### src/rtl/vend_arbiter.sv
// ============================================================================
// Module      : vend_arbiter
// Description : Round-robin two-panel arbiter that screens purchases against a
//               price table and sequences accepted ones through vending_machine.
// Revision    : 1.0 - initial release
// ============================================================================
`default_nettype none

module vend_arbiter #(
  parameter int PRICE_DRINK = 3,
  parameter int PRICE_CHIP  = 2,
  parameter int SETTLE      = 2
) (
  input  logic       clk,
  input  logic       rst,
  input  logic [1:0] req,
  input  logic [2:0] sel0,
  input  logic [2:0] sel1,
  input  logic [2:0] amt0,
  input  logic [2:0] amt1,
  output logic [1:0] done,
  output logic       err,
  output logic [2:0] chg,
  output logic       busy,
  output logic [2:0] vm_select,
  output logic [2:0] vm_amnt,
  output logic       vm_b0,
  output logic       vm_b1,
  input  logic [2:0] vm_change
);

  localparam int             CW          = $clog2(SETTLE + 1);
  localparam logic [CW-1:0]  c_last      = CW'(SETTLE - 1);
  localparam logic [CW-1:0]  c_one       = CW'(1);
  localparam logic [2:0]     c_price_drk = 3'(PRICE_DRINK);
  localparam logic [2:0]     c_price_chp = 3'(PRICE_CHIP);

  typedef enum logic [3:0] {
    S_IDLE      = 4'd0,
    S_CHECK     = 4'd1,
    S_SEL_SETUP = 4'd2,
    S_SEL_PULSE = 4'd3,
    S_AMT_SETUP = 4'd4,
    S_AMT_PULSE = 4'd5,
    S_CHG_SETUP = 4'd6,
    S_CHG_PULSE = 4'd7,
    S_CHG_WAIT  = 4'd8,
    S_DONE      = 4'd9,
    S_REJECT    = 4'd10
  } state_t;

  state_t        r_state, w_state_nxt;
  logic [CW-1:0] r_cnt, w_cnt_nxt;
  logic [2:0]    r_sel, r_amt, r_chg;
  logic          r_gnt, r_last;

  logic          w_gnt, w_cnt_last, w_sel_ok, w_reject;
  logic [2:0]    w_price;

  // r_last is the panel served most recently; on contention the other one wins
  assign w_gnt      = req[1] & (~req[0] | ~r_last);
  assign w_cnt_last = (r_cnt == c_last);

  always_comb begin
    w_price  = 3'd0;
    w_sel_ok = 1'b0;
    case (r_sel)
      3'b001:  begin w_price = c_price_drk; w_sel_ok = 1'b1; end
      3'b010:  begin w_price = c_price_chp; w_sel_ok = 1'b1; end
      default: begin w_price = 3'd0;        w_sel_ok = 1'b0; end
    endcase
    w_reject = ~w_sel_ok | (r_amt < w_price);
  end

  always_comb begin
    w_state_nxt = r_state;
    w_cnt_nxt   = '0;
    case (r_state)
      S_IDLE:      if (|req) w_state_nxt = S_CHECK;
      S_CHECK:     w_state_nxt = w_reject ? S_REJECT : S_SEL_SETUP;
      S_SEL_SETUP: if (w_cnt_last) w_state_nxt = S_SEL_PULSE; else w_cnt_nxt = r_cnt + c_one;
      S_SEL_PULSE: w_state_nxt = S_AMT_SETUP;
      S_AMT_SETUP: if (w_cnt_last) w_state_nxt = S_AMT_PULSE; else w_cnt_nxt = r_cnt + c_one;
      S_AMT_PULSE: w_state_nxt = S_CHG_SETUP;
      S_CHG_SETUP: if (w_cnt_last) w_state_nxt = S_CHG_PULSE; else w_cnt_nxt = r_cnt + c_one;
      S_CHG_PULSE: w_state_nxt = S_CHG_WAIT;
      S_CHG_WAIT:  if (w_cnt_last) w_state_nxt = S_DONE; else w_cnt_nxt = r_cnt + c_one;
      S_DONE:      w_state_nxt = S_IDLE;
      S_REJECT:    w_state_nxt = S_IDLE;
      default:     w_state_nxt = S_IDLE;
    endcase
  end

  always_comb begin
    done      = 2'b00;
    err       = 1'b0;
    busy      = (r_state != S_IDLE);
    vm_select = 3'd0;
    vm_amnt   = 3'd0;
    vm_b0     = 1'b1;
    vm_b1     = 1'b1;
    case (r_state)
      S_SEL_SETUP: vm_select = r_sel;
      S_SEL_PULSE: begin vm_select = r_sel; vm_b0 = 1'b0; end
      S_AMT_SETUP, S_CHG_SETUP, S_CHG_WAIT: vm_amnt = r_amt;
      S_AMT_PULSE, S_CHG_PULSE: begin vm_amnt = r_amt; vm_b0 = 1'b0; end
      S_DONE:      done[r_gnt] = 1'b1;
      S_REJECT:    begin done[r_gnt] = 1'b1; err = 1'b1; end
      default:     ;
    endcase
  end

  assign chg = r_chg;

  always_ff @(posedge clk) begin
    if (rst) begin
      r_state <= S_IDLE;
      r_cnt   <= '0;
      r_sel   <= 3'd0;
      r_amt   <= 3'd0;
      r_gnt   <= 1'b0;
      r_last  <= 1'b1;
      r_chg   <= 3'd0;
    end else begin
      r_state <= w_state_nxt;
      r_cnt   <= w_cnt_nxt;
      if (r_state == S_IDLE && |req) begin
        r_sel  <= w_gnt ? sel1 : sel0;
        r_amt  <= w_gnt ? amt1 : amt0;
        r_gnt  <= w_gnt;
        r_last <= w_gnt;
      end
      // chg must already read 0 in the REJECT cycle
      if (r_state == S_CHECK && w_reject)
        r_chg <= 3'd0;
      if (r_state == S_CHG_WAIT && w_cnt_last)
        r_chg <= vm_change;
    end
  end

endmodule

`default_nettype wire

### config.mk
export PLATFORM = sky130hd
export DESIGN_NAME = vend_arbiter
export DESIGN_NICKNAME = d
export VERILOG_FILES = /design/src/rtl/vend_arbiter.sv
export SDC_FILE = /design/constraint.sdc
export NUM_CORES = 1
export LEC_CHECK = 0
export ABC_AREA = 1
export ABC_CLOCK_PERIOD_IN_PS = 1620
export CORE_MARGIN = 2
export CORE_UTILIZATION = 40
export DETAILED_ROUTE_END_ITERATION = 6
export GPL_TIMING_DRIVEN = 0
export PLACE_DENSITY = 0.75
export SETUP_SLACK_MARGIN = 0.4
export SLEW_MARGIN = 10
export SYNTH_ARGS = -nofsm -noshare
export SYNTH_HDL_FRONTEND = slang
export SYNTH_SLANG_ARGS = --single-unit
### constraint.sdc
create_clock -name clk -period 1.62 [get_ports clk]
set_clock_uncertainty 0.15 [all_clocks]
set_input_delay 0.243 -clock clk [delete_from_list [all_inputs] [get_ports clk]]
set_output_delay 0.243 -clock clk [all_outputs]
set_load 0.02 [all_outputs]
==> Yosys cells after proc, flatten, opt, wreduce, memory -nomap -nowiden <==
Cells that the tools add are included.
{ "word_totals": {"reg_bits": 17, "wordCells": 72, "out_inout_bits": 15, "in_bits": 19} }
{ "op_classes": {"bitwise_logic": 7, "mux": 20, "eq_ne": 18, "reduce_logical": 16, "order_cmp": 3, "addsub": 1} }
{ "ops": {"columns": ["operator", "count"], "rows": [
  ["4-bit one-hot mux with 9 select lines", 1],
  ["4-bit two-way mux", 6],
  ["3-bit two-way mux", 6],
  ["4-bit by 3-bit equality test with 1-bit output (second input constant)", 4],
  ["4-bit equality test (second input constant)", 3],
  ["2-bit inequality test (second input constant)", 5],
  ["4-bit by 2-bit equality test with 1-bit output (second input constant)", 2],
  ["2-bit OR reduction", 4],
  ["3-bit OR reduction", 2],
  ["5-bit AND reduction", 1],
  ["5-bit OR reduction", 1],
  ["4-bit by 1-bit equality test with 1-bit output (second input constant)", 1],
  ["1-bit logical AND", 4],
  ["4-bit zero test", 1],
  ["1-bit two-way mux", 4],
  ["1-bit inverter", 4],
  ["2-bit one-hot mux with 2 select lines", 1],
  ["4-bit nonzero test", 1],
  ["4-bit OR reduction", 1],
  ["3-bit by 1-bit equality test with 1-bit output (second input constant)", 1],
  ["3-bit by 2-bit equality test with 1-bit output (second input constant)", 1],
  ["3-bit less-than comparator", 1],
  ["2-bit by 1-bit adder with 2-bit output (second input constant)", 1],
  ["2-bit by 1-bit equality test with 1-bit output (second input constant)", 1],
  ["other kinds (7)", 8]
]} }

==> Longest topological paths before layout <==
{ "logic_depth": {"ltp_word": 8, "ltp_mapped": 11, "depth_no_buf": 11} }

==> Worst setup path before layout <==
No wires, ideal clock.
{ "synth_timing": {"kind": "register -> register", "start": "reg r_sel[1]", "end": "reg r_chg[0], in the netlist chg[0]", "arrival_ns": 1.324, "setup_time_ns": 0.066, "path_stages_with_launch": 12, "path_slack_ns": 0.079, "n_path_buf": 0, "synth_period_minus_slack_ns": 1.541, "t_required_ns": 1.404, "cell_sequence": "dfxtp_1 inv_1 nand2_1 a21oi_1 inv_1 ha_1 nand2_1 nand2_1 nand2_1 nand2_1 nand3_1 a21oi_2"} }
{ "synth_via": {"elab_chain_cells": 7, "elab_cells_between_ends": 10, "classes_between": "order compare (1); eq/ne (2); mux (2); bitwise (2); reduce/logical (3)"} }
{ "synth_lines": {"columns": ["item", "line", "source"], "rows": [
  ["start, declared", "54", "logic [2:0] r_sel, r_amt, r_chg;"],
  ["start signal, assigned", "128", "r_sel <= w_gnt ? sel1 : sel0;"],
  ["branches (longest 4 deep; another with 3-bit less-than comparator)", null, null],
  ["1-bit bitwise OR *", "72", "w_reject = ~w_sel_ok | (r_amt < w_price);"],
  ["1-bit logical AND *", "134", "if (r_state == S_CHECK && w_reject)"],
  ["2-bit nonzero test (no line) *", null, null],
  ["end signal, assigned", "137", "r_chg <= vm_change;"],
  ["end, declared", "54", null]
]} }
Every way passes the cells marked *.
A chain may end at the register's enable or synchronous reset.

==> Worst setup path in the final report <==
{ "layout_timing": {"start": "reg r_state[3]", "end": "out vm_amnt[1]"} }
{ "layout_via": {"elab_chain_cells": 3, "elab_cells_between_ends": 7, "classes_between": "eq/ne (5); mux (1); reduce/logical (1)"} }
{ "layout_lines": {"columns": ["item", "line", "source"], "rows": [
  ["start, declared", "52", "state_t r_state, w_state_nxt;"],
  ["start signal, assigned", "125", "r_state <= w_state_nxt;"],
  ["4-bit equality test or 4-bit by 3-bit equality test with 1-bit output (tied branches)", "102", "case (r_state)"],
  ["5-bit OR reduction (no line) *", null, null],
  ["3-bit two-way mux *", "102", null],
  ["end, declared", "26", "output logic [2:0] vm_amnt,"]
]} }
Mark *: on every way between the ends. The rest lies on a longest branch, timed or not.

==> metrics.cfg <==
[pwr]
p_leak_nw = 0.763
cellPowerDensity_mw_per_mm2 = 1730
peakVddDrop_uv = 1260

[worst_setup_path]
critPathRequiredTime_ps = 1230
crit_arrival_ps = 1300
crit_type = reg2out
start_kind = flip-flop
end_kind = output port
r2r_slack_ps = -20
crit_start = r_state[3]$_SDFFE_PP0P_
cpPeakStageDelay_ps = 400
cpMostUsedCell = nor2_4
critPathMaxFanout = 3
worstRegToRegCells = 11
crit_path_end = vm_amnt[1]
r2r-end = chg[2]$_SDFFE_PP0P_
crit_chain = inv_4 > nor2_4 > a31oi_4 > nor2_4 > buf_6
worstReg2RegStart = r_sel[0]$_SDFFE_PP0P_
crit_slowest_cell = dfxtp_4

[placement]
hpwl_um = 1860
io_buffer_count = 31
gp_congestion = 0.805

[route]
num_vias = 1102
met3WireLength_um = 56
m1WireLength_um = 1340
wl_met2_um = 1550
drtPass1Iterations = 4
routedWlPerCell_um = 13.1
highest_layer = met4
wl_um = 2960
viasPerCell = 4.88
drt-initial-drc-count = 16
drc = 0
ant_nets = 0

[run_status]
violations = setup timing
status = finished, violations left

[floorplan]
start_util_pct = 43.2
fp-row-count = 17
ios = 34
core_mm2 = 0.00225
die_area_mm2 = 0.00284
die_height_um = 53.3
die_x_um = 53.3

[global_route]
grt_pass1_wl_um = 4310
grt_overflow = 0
grt_pass1_vias = 993
antenna_found_initial = 0
grt_max_degree = 10
grt_usage_pct = 21.1

[yosys]
synth_nets = 165
ys_seq_area_share_pct = 35.0
synthCells = 144
synth.distinct_cells = 25
ys_warn_count = 0
syn_area_per_cell_um2 = 6.76
netlist_area_um2 = 973
ys_ff_latch = 17

[cells_and_area]
drive_above_1_share_pct = 57.1
nFillCells = 148
final_cell_mix = nand2_1, buf_4, clkdlybuf4s50_1, nor2_4, a21oi_2
num_antenna_cells = 0
nNetsFinal = 220
fin_util_pct = 79.9
syn_to_final_growth_pct = 85.1
layout_commonest_cell = nand2_1

[clock_network]
numCtsBuffers = 3
cts_root_buf = clkbuf_4
clk_pin_slew_ps = 100
ctsHtreeMaxLevel = 1
cts_tree = done
cts_sinks = 17
cts_buffer_depth = 2
clkLatencyLatePin_ps = 290

[job]
maxCapViolCount = 0

[sta]
finalSetupTns_ps = -255
drv_slew = 0
hold_viol = 0
fin_crit_ps = 1690
fmax_mhz = 592
rsz0062_at_grt = yes
fin_crit_sh_pct = 104
setup_slack_ps = -68.5
setup_viol_count_final = 10

[min_path]
hold_class = in2reg

==> how the worst min path moves through the flow <==
stage                                   start  cells past startpoint  slack, ps                      end
after floorplan           r_cnt[0]$_SDFF_PP0_                      1        250      r_cnt[0]$_SDFF_PP0_
after global placement    r_cnt[0]$_SDFF_PP0_                      1        260      r_cnt[0]$_SDFF_PP0_
after detailed placement  r_cnt[0]$_SDFF_PP0_                      1        270      r_cnt[0]$_SDFF_PP0_
after CTS                                 rst                      2        110  r_state[3]$_SDFFE_PP0P_
after global routing                      rst                      2        110       r_gnt$_SDFFE_PP0P_
final                                     rst                      2        100       r_gnt$_SDFFE_PP0P_
==> cell usage after synthesis <==
| library cell | n | area, um^2 |
|---|---|---|
| nand2_2 | 4 | 25.0 |
| nor2_2 | 3 | 18.8 |
| nor2_4 | 1 | 11.3 |
| a31oi_1 | 2 | 12.5 |
| o21ai_2 | 2 | 17.5 |
| conb_1 | 1 | 3.75 |
| a21oi_1 | 7 | 35.0 |
| inv_4 | 1 | 6.26 |
| nand3_2 | 1 | 10.0 |
| buf_4 | 1 | 7.51 |
| nor3_1 | 2 | 10.0 |
| buf_8 | 1 | 15.0 |
| dfxtp_1 | 17 | 340 |
| ha_1 | 2 | 25.0 |
| nand2_1 | 44 | 165 |
| inv_1 | 16 | 60.1 |
| clkinv_2 | 1 | 5.00 |
| nand3_1 | 5 | 25.0 |
| o211ai_1 | 2 | 15.0 |
| o21ai_4 | 1 | 16.3 |
| nor2_1 | 17 | 63.8 |
| inv_2 | 2 | 7.51 |
| o21ai_0 | 4 | 20.0 |
| a21oi_2 | 6 | 52.6 |
| clkbuf_2 | 1 | 5.00 |
==> registers in the layout, summed over array words and instances (netlist names) <==
name	cells
chg	3
r_amt	3
r_cnt	2
r_gnt	1
r_last	1
r_sel	3
r_state	4
==> power breakdown <==
part	internal (W)	switching (W)	total [W]	leakage (nW)
registers	0.000575	0.000161	0.000736	0.143
clock network	0.0000955	0.000128	0.000224	0.0150
logic	0.00101	0.00115	0.00216	0.604
total	0.00168	0.00144	0.00312	0.763
==> worst max-delay path: cells and delay by family (launching register included) <==
family	cells	cell delay (ps)
flops	1	400
simple gates	2	280
buf+inv	2	170
compound gates	1	160
==> cell families (layout without fill, tap and decap cells) <==
group / after synthesis / count (layout) / share of synthesized area (%)
adders and majority gates: 2 / 2 / 2.57
and+or+nand+nor: 77 / 77 / 33.8
other: 1 / 1 / 0.385
buffers and inverters: 23 / 77 / 10.9
AOI/OAI and AO/OA: 24 / 24 / 17.4
DFF: 17 / 17 / 35.0
==> per-stage QoR <==
stage	hold slack [ps]	total power [W]	area (um^2)	std cells	worst slack, ps
2_1_floorplan	248	0.00165	1080	144	148
3_3_place_gp	257	0.00193	1430	203	-259
3_5_place_dp	267	0.00197	1430	203	-316
4_1_cts	105	0.00268	1630	219	-55.9
5_1_grt	111	0.00329	1800	226	-129
6_report	103	0.00312	1800	226	-68.5
==> timing repair <==
action                                  in CTS  in global routing
endpoints found under the setup margin      29                 30
gates cloned                                 1                  0
gates resized for setup                    108                 24
hold buffers                                 0                  0
buffers inserted                            11                  7
pin swaps                                   14                 12
==> layout make-up <==
cell class / count / area, um^2 / share of cell area (%)
timing repair buffer: 50 / 483 / 26.8
sequential: 17 / 359 / 19.9
inverter: 20 / 83.8 / 4.65
buffer: 3 / 27.5 / 1.53
multi-input combinational: 104 / 787 / 43.7
clock buffer: 4 / 26.3 / 1.46
tap: 28 / 35.0 / 1.94
==> routing by layer <==
layer | track usage, % | vias up
met2 | 35.6 | 14
met1 | 27.2 | 522
met3 | 3.39 | 2
li1 | - | 564
met4 | 6.41 | 0
met5 | 0 | -
Power figures use the tool's default switching activity.
